### src/rtl/spi_embed_slave_if.sv
// Bus-side signal bundle of the embed-mode loader: the loader drives the bus cycle,
// the memory/peripheral side answers it.
`timescale 1ns/1ps
interface spi_embed_slave_if #(
   parameter int ADDR_W = 24,
   parameter int DATA_W = 16
);
   // Handshake: cyc/stb high with we/adr/dat/sel held stable until ack or err is
   // sampled high on a rising clk edge; responders answer only while cyc is high.
   logic              o_wb_cyc;
   logic              o_wb_stb;
   logic              o_wb_we;
   logic [ADDR_W-1:0] o_wb_adr;
   logic [DATA_W-1:0] o_wb_dat;
   logic [1:0]        o_wb_sel;
   logic [DATA_W-1:0] i_wb_dat;
   logic              i_wb_ack;
   logic              i_wb_err;

   modport master (
      output o_wb_cyc, o_wb_stb, o_wb_we, o_wb_adr, o_wb_dat, o_wb_sel,
      input  i_wb_dat, i_wb_ack, i_wb_err
   );

   modport slave (
      input  o_wb_cyc, o_wb_stb, o_wb_we, o_wb_adr, o_wb_dat, o_wb_sel,
      output i_wb_dat, i_wb_ack, i_wb_err
   );
endinterface

### src/rtl/spi_embed_slave.sv
// Serial embed-mode loader: turns start/address/we/data frames from an external
// master into single bus cycles and reports completion (and read data) on miso.
`timescale 1ns/1ps
module spi_embed_slave #(
   parameter int ADDR_W      = 24,
   parameter int DATA_W      = 16,
   parameter int SYNC_STAGES = 2,
   parameter int TIMEOUT     = 255
) (
   input  logic               i_clk,
   input  logic               i_rst_n,
   input  logic               i_en,
   input  logic               i_spi_clk,
   input  logic               i_spi_mosi,
   output logic               o_spi_miso,
   spi_embed_slave_if.master  wb,
   output logic               o_bus_err,
   output logic [2:0]         dbg_state
);

   localparam int MAX_W = (ADDR_W > DATA_W) ? ADDR_W : DATA_W;
   localparam int CNT_W = $clog2(MAX_W) + 1;
   localparam int TMO_W = $clog2(TIMEOUT + 1);
   localparam logic [CNT_W-1:0] ADDR_LAST = CNT_W'(ADDR_W - 1);
   localparam logic [CNT_W-1:0] DATA_LAST = CNT_W'(DATA_W - 1);
   localparam logic [TMO_W-1:0] TMO_LAST  = TMO_W'(TIMEOUT - 1);

   typedef enum logic [2:0] {IDLE, ADDR, WE, DATA, BUS, DONE, RDATA} state_t;

   logic [SYNC_STAGES-1:0] sclk_sync;
   logic [SYNC_STAGES-1:0] mosi_sync;
   logic                   sclk_d;
   logic                   sclk_s;
   logic                   mosi_s;
   logic                   fall;
   logic                   rise;

   state_t            state, state_n;
   logic [CNT_W-1:0]  cnt, cnt_n;
   logic [ADDR_W-1:0] adr, adr_n;
   logic [DATA_W-1:0] dat, dat_n;
   logic [DATA_W-1:0] rdata, rdata_n;
   logic              we, we_n;
   logic              cyc, cyc_n;
   logic              miso, miso_n;
   logic              bus_err, bus_err_n;
   logic [TMO_W-1:0]  tmo, tmo_n;

   // mosi idles high, so its synchroniser resets to 1 to avoid a phantom start bit
   always_ff @(posedge i_clk or negedge i_rst_n) begin
      if (!i_rst_n) begin
         sclk_sync <= '0;
         mosi_sync <= '1;
         sclk_d    <= 1'b0;
      end else begin
         sclk_sync <= SYNC_STAGES'({sclk_sync, i_spi_clk});
         mosi_sync <= SYNC_STAGES'({mosi_sync, i_spi_mosi});
         sclk_d    <= sclk_s;
      end
   end

   assign sclk_s = sclk_sync[SYNC_STAGES-1];
   assign mosi_s = mosi_sync[SYNC_STAGES-1];
   assign fall   = sclk_d & ~sclk_s;
   assign rise   = ~sclk_d & sclk_s;

   always_ff @(posedge i_clk or negedge i_rst_n) begin
      if (!i_rst_n) begin
         state   <= IDLE;
         cnt     <= '0;
         adr     <= '0;
         dat     <= '0;
         rdata   <= '1;
         we      <= 1'b0;
         cyc     <= 1'b0;
         miso    <= 1'b1;
         bus_err <= 1'b0;
         tmo     <= '0;
      end else begin
         state   <= state_n;
         cnt     <= cnt_n;
         adr     <= adr_n;
         dat     <= dat_n;
         rdata   <= rdata_n;
         we      <= we_n;
         cyc     <= cyc_n;
         miso    <= miso_n;
         bus_err <= bus_err_n;
         tmo     <= tmo_n;
      end
   end

   always_comb begin
      state_n   = state;
      cnt_n     = cnt;
      adr_n     = adr;
      dat_n     = dat;
      rdata_n   = rdata;
      we_n      = we;
      cyc_n     = cyc;
      miso_n    = miso;
      bus_err_n = 1'b0;
      tmo_n     = tmo;
      case (state)
         IDLE: begin
            if (rise) miso_n = 1'b1;
            if (fall && !mosi_s && i_en) begin
               state_n = ADDR;
               cnt_n   = '0;
            end
         end
         ADDR: begin
            if (!i_en) begin
               state_n = IDLE;
               miso_n  = 1'b1;
               cnt_n   = '0;
            end else if (fall) begin
               // right shift with MSB insertion lands the first (LSB) bit at bit 0
               adr_n = {mosi_s, adr[ADDR_W-1:1]};
               if (cnt == ADDR_LAST) begin
                  state_n = WE;
                  cnt_n   = '0;
               end else begin
                  cnt_n = cnt + 1'b1;
               end
            end
         end
         WE: begin
            if (!i_en) begin
               state_n = IDLE;
               miso_n  = 1'b1;
               cnt_n   = '0;
            end else if (fall) begin
               we_n = mosi_s;
               if (mosi_s) begin
                  state_n = DATA;
                  cnt_n   = '0;
               end else begin
                  state_n = BUS;
                  cyc_n   = 1'b1;
                  tmo_n   = '0;
               end
            end
         end
         DATA: begin
            if (!i_en) begin
               state_n = IDLE;
               miso_n  = 1'b1;
               cnt_n   = '0;
            end else if (fall) begin
               dat_n = {mosi_s, dat[DATA_W-1:1]};
               if (cnt == DATA_LAST) begin
                  state_n = BUS;
                  cyc_n   = 1'b1;
                  tmo_n   = '0;
                  cnt_n   = '0;
               end else begin
                  cnt_n = cnt + 1'b1;
               end
            end
         end
         BUS: begin
            tmo_n = tmo + 1'b1;
            // err wins over a simultaneous ack; an ack in the last allowed cycle still counts
            if (wb.i_wb_err || (!wb.i_wb_ack && tmo == TMO_LAST)) begin
               cyc_n     = 1'b0;
               bus_err_n = 1'b1;
               rdata_n   = '1;
               state_n   = i_en ? DONE : IDLE;
            end else if (wb.i_wb_ack) begin
               cyc_n = 1'b0;
               if (!we) rdata_n = wb.i_wb_dat;
               state_n = i_en ? DONE : IDLE;
            end
         end
         DONE: begin
            if (rise) begin
               miso_n = 1'b0;
            end else if (fall && !miso) begin
               cnt_n = '0;
               if (we) state_n = IDLE;
               else    state_n = RDATA;
            end
         end
         RDATA: begin
            if (!i_en) begin
               state_n = IDLE;
               miso_n  = 1'b1;
               cnt_n   = '0;
            end else if (rise) begin
               miso_n  = rdata[0];
               rdata_n = {1'b1, rdata[DATA_W-1:1]};
            end else if (fall) begin
               if (cnt == DATA_LAST) begin
                  state_n = IDLE;
                  cnt_n   = '0;
               end else begin
                  cnt_n = cnt + 1'b1;
               end
            end
         end
         default: begin
            state_n = IDLE;
            cyc_n   = 1'b0;
            miso_n  = 1'b1;
         end
      endcase
   end

   assign wb.o_wb_cyc = cyc;
   assign wb.o_wb_stb = cyc;
   assign wb.o_wb_we  = we;
   assign wb.o_wb_adr = adr;
   assign wb.o_wb_dat = dat;
   assign wb.o_wb_sel = {2{cyc}};
   assign o_spi_miso  = miso;
   assign o_bus_err   = bus_err;
   assign dbg_state   = state;

endmodule

### src/flat_wrapper.sv
// flat-port wrapper written by rule: the top's interface ports become plain ports
module spi_embed_slave_flat 
#(
   parameter int ADDR_W      = 24,
   parameter int DATA_W      = 16,
   parameter int SYNC_STAGES = 2,
   parameter int TIMEOUT     = 255
)
  (i_clk, i_rst_n, i_en, i_spi_clk, i_spi_mosi, o_spi_miso, o_bus_err, dbg_state, wb_o_wb_cyc, wb_o_wb_stb, wb_o_wb_we, wb_o_wb_adr, wb_o_wb_dat, wb_o_wb_sel, wb_i_wb_dat, wb_i_wb_ack, wb_i_wb_err);
  spi_embed_slave_if #(.ADDR_W(ADDR_W), .DATA_W(DATA_W)) wb_i ();
  input  logic i_clk;
  input  logic i_rst_n;
  input  logic i_en;
  input  logic i_spi_clk;
  input  logic i_spi_mosi;
  output logic o_spi_miso;
  output logic o_bus_err;
  output logic [2:0] dbg_state;
  output wire logic [$bits(wb_i.o_wb_cyc)-1:0] wb_o_wb_cyc;
  output wire logic [$bits(wb_i.o_wb_stb)-1:0] wb_o_wb_stb;
  output wire logic [$bits(wb_i.o_wb_we)-1:0] wb_o_wb_we;
  output wire logic [$bits(wb_i.o_wb_adr)-1:0] wb_o_wb_adr;
  output wire logic [$bits(wb_i.o_wb_dat)-1:0] wb_o_wb_dat;
  output wire logic [$bits(wb_i.o_wb_sel)-1:0] wb_o_wb_sel;
  input wire logic [$bits(wb_i.i_wb_dat)-1:0] wb_i_wb_dat;
  input wire logic [$bits(wb_i.i_wb_ack)-1:0] wb_i_wb_ack;
  input wire logic [$bits(wb_i.i_wb_err)-1:0] wb_i_wb_err;
  assign wb_o_wb_cyc = wb_i.o_wb_cyc;
  assign wb_o_wb_stb = wb_i.o_wb_stb;
  assign wb_o_wb_we = wb_i.o_wb_we;
  assign wb_o_wb_adr = wb_i.o_wb_adr;
  assign wb_o_wb_dat = wb_i.o_wb_dat;
  assign wb_o_wb_sel = wb_i.o_wb_sel;
  assign wb_i.i_wb_dat = wb_i_wb_dat;
  assign wb_i.i_wb_ack = wb_i_wb_ack;
  assign wb_i.i_wb_err = wb_i_wb_err;
  spi_embed_slave #(.ADDR_W(ADDR_W), .DATA_W(DATA_W), .SYNC_STAGES(SYNC_STAGES), .TIMEOUT(TIMEOUT)) u_core (.i_clk(i_clk), .i_rst_n(i_rst_n), .i_en(i_en), .i_spi_clk(i_spi_clk), .i_spi_mosi(i_spi_mosi), .o_spi_miso(o_spi_miso), .wb(wb_i), .o_bus_err(o_bus_err), .dbg_state(dbg_state));
endmodule
### config.mk
export PLATFORM = sky130hd
export DESIGN_NAME = spi_embed_slave_flat
export DESIGN_NICKNAME = d
export VERILOG_FILES = /design/src/rtl/spi_embed_slave_if.sv /design/src/rtl/spi_embed_slave.sv /design/src/flat_wrapper.sv
export SDC_FILE = /design/constraint.sdc
export NUM_CORES = 1
export LEC_CHECK = 0
export CAP_MARGIN = 20
export CORE_MARGIN = 5
export CORE_UTILIZATION = 47
export DETAILED_ROUTE_END_ITERATION = 10
export PLACE_DENSITY = 0.77
export SYNTH_ARGS = -nofsm -noshare
export SYNTH_HDL_FRONTEND = slang
export SYNTH_SLANG_ARGS = --single-unit
### constraint.sdc
create_clock -name i_clk -period 1.9 [get_ports i_clk]
set_input_delay 0.285 -clock i_clk [delete_from_list [all_inputs] [get_ports i_clk]]
set_output_delay 0.285 -clock i_clk [all_outputs]
set_load 0.01 [all_outputs]
# Yosys cells after proc, flatten, opt, wreduce, memory -nomap -nowiden
# Cells that the tools add are included.
# op_classes
add_sub_neg	2
bitwise_logic	6
n_mux	66
n_reduce_logical	23
eq_ne	35
# ops
cell	count
$mux W6	14
$mux W16	5
$mux W3	20
$mux W8	6
$pmux W6 S6	1
$pmux W16 S2	1
$ne A3 B2 Y1 const B	10
$pmux W8 S3	1
$pmux W3 S7	1
$ne A2 B1 Y1 const B	8
$reduce_and A8 Y1	2
$mux W1	15
$ne A2 B2 Y1 const B	6
$reduce_and A12 Y1	1
$reduce_and A5 Y1	2
$eq A3 B3 Y1 const B	3
$reduce_and A3 Y1	3
$add A8 B1 Y8 const B	1
$eq A8 B8 Y1 const B	1
$reduce_and A7 Y1	1
$add A6 B1 Y6 const B	1
$eq A3 B2 Y1 const B	2
$eq A6 B4 Y1 const B	1
$eq A6 B5 Y1 const B	1
other kinds (15)	25
# totals
reg_bits	82
output_inout_bits	50
elab_cells	145

# Longest topological paths before layout
# Gate-level depths: netlist of run 1.
# logic_depth
depth_word	6
mapped_depth	8
depth_no_buf	7

# Worst setup path before layout of run 1
# No wires, ideal clock.
# synth_timing
path_kind	reg-to-reg
from	register u_core.cnt[0]
to	register u_core.state[0], in the netlist u_core.dbg_state[0]
required_ns	1.775
arrival_ns	1.863
stages_incl_launch_ff	7
path_buffers	0
setup_slack_ns	-0.088
setup_time_ns	0.125
path_cell_list	dfrtp_1 > ha_1 > and3b_2 > nand4_1 > a32o_2 > or3_4 > mux2_4
# synth_via
elab_chain_cells	3
word_cells_on_any_way	6
cone_classes	eq/ne: 5; reduce/logical: 1
# synth_rtl
element	line_no	source
start, declared	spi_embed_slave.sv:39	logic [CNT_W-1:0] cnt, cnt_n;
start signal, assigned	spi_embed_slave.sv:81	cnt <= cnt_n;
$eq A6 B4 Y1 or $eq A6 B5 Y1 (tied branches)	spi_embed_slave.sv:152, spi_embed_slave.sv:194, spi_embed_slave.sv:120	
$ne A3 B2 Y1 (no source line)	--	
$reduce_and A12 Y1 (no source line) (*)	--	
end signal, assigned	spi_embed_slave.sv:80	state <= state_n;
end, declared	spi_embed_slave.sv:38	state_t state, state_n;
# Every way passes the cells marked *; elsewhere a longest branch is shown, timed or not.
# A chain may end at the register's enable or synchronous reset.

# Worst setup path in the final report of run 1
# layout_timing
from	register u_core.cnt[1]
to	register u_core.state[2], in the netlist u_core.dbg_state[2]
# Same word-level chain as after synthesis.

==> impl_metrics.toml, run 1 <==
[synthesis]
async_flop_share_pct = 100.0
avgSynthCellArea_sq_um = 11.43
syn_inst = 326
muxShareOfSynthArea_pct = 13.87
yosysWarnings = 0
synth_xor_xnor_area_share_pct = 0
synth_cell_type_count = 49
synthAdderAreaFrac_pct = 1.276
synth-edff-count = 0
synthFlopType = "dfrtp_1"
synth_compound_area_share_pct = 13.73
ys_seq_elements = 82
synth_area_sq_um = 3726
yosys.area_share.simple_pct = 11.58
synth_seq_area_share_pct = 55.71
synth_top_family_by_area = "multiplexers"
syn_nets = 352

[power_and_ir_drop]
intPower_uw = 3986
switching_share_pct = 30.99
leakagePower_uw = 0.002352
max-vdd-ir-drop_v = 0.0006734
p_comb_share_pct = 33.2
p_clk_share_pct = 23.7
pwr-share-seq_pct = 43.1
fin_total_pwr_uw = 5776
p_switching_uw = 1790
power.density_nw_per_um2 = 1110

[final_layout]
drive_above_1_share_pct = 34.53
syn_to_final_growth_pct = 39.66
final_util_pct = 67.34
final_common_cell = "clkdlybuf4s50_1"
fillers = 594
mostFrequentLayoutCells = "clkdlybuf4s50_1, dfrtp_1, buf_4"
fin_nets = 467
fin_area_sq_um = 5204
diodes = 0

[routing]
viasPerCell = 5.361
drcViolationCount = 0
drt_wl_total_mm = 8.484
ant_nets = 0
firstDrtPassIters = 4
vias = 2938
drt-initial-drc-count = 112
routedWlPerCell_microns = 15.48

[worst_setup_path]
setup.worst_path.end_class = "flip-flop"
cp-startpoint = "u_core.cnt[1]"
reg2reg_from = "u_core.cnt[1]"
rrSetupSlack_ps = -110
r2r_cells = 6
crit_required_ps = 2120
crit_fanout = 4
crit_path_start_kind = "flip-flop"
criticalPathCategory = "flip-flop to flip-flop"
reg2reg_to = "u_core.dbg_state[2]"
worstPathArrival_ps = 2230
endpoint = "u_core.dbg_state[2]"

[cts]
cts_buffers = 9
clk_pin_slew_ps = 90
clk_latency_ps = 340
root_buffer = "clkbuf_8"
cts_sinks = 82
cts_tree = "built"
cts_htree_levels = 3
cts_max_path_buffers = 2

[floorplan]
dieWidth_microns = 99.04
fp.dieH_microns = 99.04
core-area_sq_um = 7727
dieArea_sq_um = 9809
io_pins = 73
rows = 32
initial_core_util_pct = 48.22

[place]
dpl_cell_area_sq_um = 4872
post-place-ws_ps = -288.0
portBuffers = 72
place_congestion = 0.9329
hpwl_mm = 6.100

[timing]
finClkSkew_ps = 12.99
fin_crit_ps = 2007
maxSlewHeadroom_pct = 66.42
setup_viol = 3
rsz0062_at_grt = "yes"
setup_ws_ps = -107.5
worstMarginPinSlew_ps = 497.3
hold_violations = 0
hold_slack_ps = 352.9
finalCritPeriodShare_pct = 105.7
clock.fmax_ghz = 0.4981
slew_violations = 0

[global_route]
grt_max_degree = 43
track_usage_pct = 18.37
grt_pass1_wl_mm = 14.86
antenna_found_initial = 0
gr-total-overflow = 0
grt_pass1_vias = 3138

[outcome]
status = "finished with violations"
violations = "negative setup slack"

[worst_hold_path]
hp-class = "flip-flop to flip-flop"

[run]
cap_violations = 0
## final cells by class
type                            count  area (sq um)  area share (%)
Sequential cell                    82          2077           39.91
Multi-Input combinational cell    216          1598           30.70
Timing Repair Buffer              122          1146           22.02
Clock buffer                       10         127.6           2.453
Tap cell                          102         127.6           2.453
Clock inverter                      6         90.09           1.731
Inverter                           10         37.54          0.7213
## state kept, by name, summed over array words and instances, names as in the netlist, 2 cells and up
signal and cells:
u_core.wb.o_wb_adr 24, u_core.rdata 16, u_core.wb.o_wb_dat 16, u_core.tmo 8, u_core.cnt 6, u_core.dbg_state 3, u_core.mosi_sync 2, u_core.sclk_sync 2
## worst max-delay path, cell delays in order, from the launching register on
cell	delay, ps
dfrtp_1	360
ha_2	180
and3b_2	230
nand4_1	140
a32o_2	280
or3_4	400
mux2_4	300
## worst min path at each step
| stage | startpoint | end | depth (start not counted) |
|---|---|---|---|
| final | u_core.sclk_sync[0] | u_core.sclk_sync[1] | 0 |
| after global routing | i_spi_mosi | u_core.mosi_sync[0] | 1 |
| after CTS | i_rst_n | u_core.o_bus_err | 2 |
| after detailed placement | i_rst_n | u_core.o_bus_err | 1 |
| after global placement | i_rst_n | u_core.tmo[6] | 1 |
| after floorplan | i_rst_n | u_core.cnt[0] | 0 |
## metal layers
| metal | GRT usage (%) | wire [microns] | part of all wire [%] | vias to the layer above |
|---|---|---|---|---|
| met3 | 5.449 | 581 | 6.8 | 8 |
| met5 | 0 | 0 | 0 | - |
| li1 | - | - | - | 1406 |
| met2 | 28.46 | 3925 | 46 | 81 |
| met4 | 6.723 | 95 | 1.1 | 0 |
| met1 | 24.49 | 3883 | 46 | 1443 |
## logic make-up after synthesis
family,count (synthesis)
compound gates,81
flops,82
simple gates,86
buf+inv,28
mux,45
fa+ha+maj,4
## power groups by stage
stage	combinational, uW	clock, uW	sequential, uW
floorplan	975	0	2460
global placement	1780	0	2490
detailed placement	1810	0	2510
CTS	1840	1400	2480
global route	2120	1480	2540
finish	1920	1370	2490
## synth_stat cells (4+ instances only)
master	count	area share, %
dfrtp_1	63	42
o22ai_1	16	2.7
nor2_1	16	1.6
or3_1	6	1.0
nand3_1	7	0.94
o21ai_0	33	4.4
clkbuf_1	7	0.71
inv_1	10	1.0
a21oi_1	8	1.1
nand2_1	33	3.3
mux2_2	41	12
dfstp_2	19	13
nor2b_1	4	0.67
buf_4	7	1.4
## what timing repair did
| action | 4_1_cts | 5_1_grt |
|---|---|---|
| resized for setup | 4 | 32 |
| setup endpoints to repair | 9 | 47 |
| hold buffers | 1 | 0 |
| pin swaps | 0 | 4 |
| hold endpoints to repair | 18 | 0 |
| setup buffers | 2 | 1 |
## through the flow
stage,setup TNS [ps],instances
2_1_floorplan,-137.4,326
3_5_place_dp,-7534,529
3_3_place_gp,-6671,529
4_1_cts,-295.3,547
5_1_grt,-1911,548
6_report,-309.6,548
(Power assumes the default switching activity.)
==> run 2, diff against run 1 <==
SLEW_MARGIN = 20   (was unset)
==> results of run 2 <==
Same layout as run 1: the final DEF is identical, and so are final timing and power.
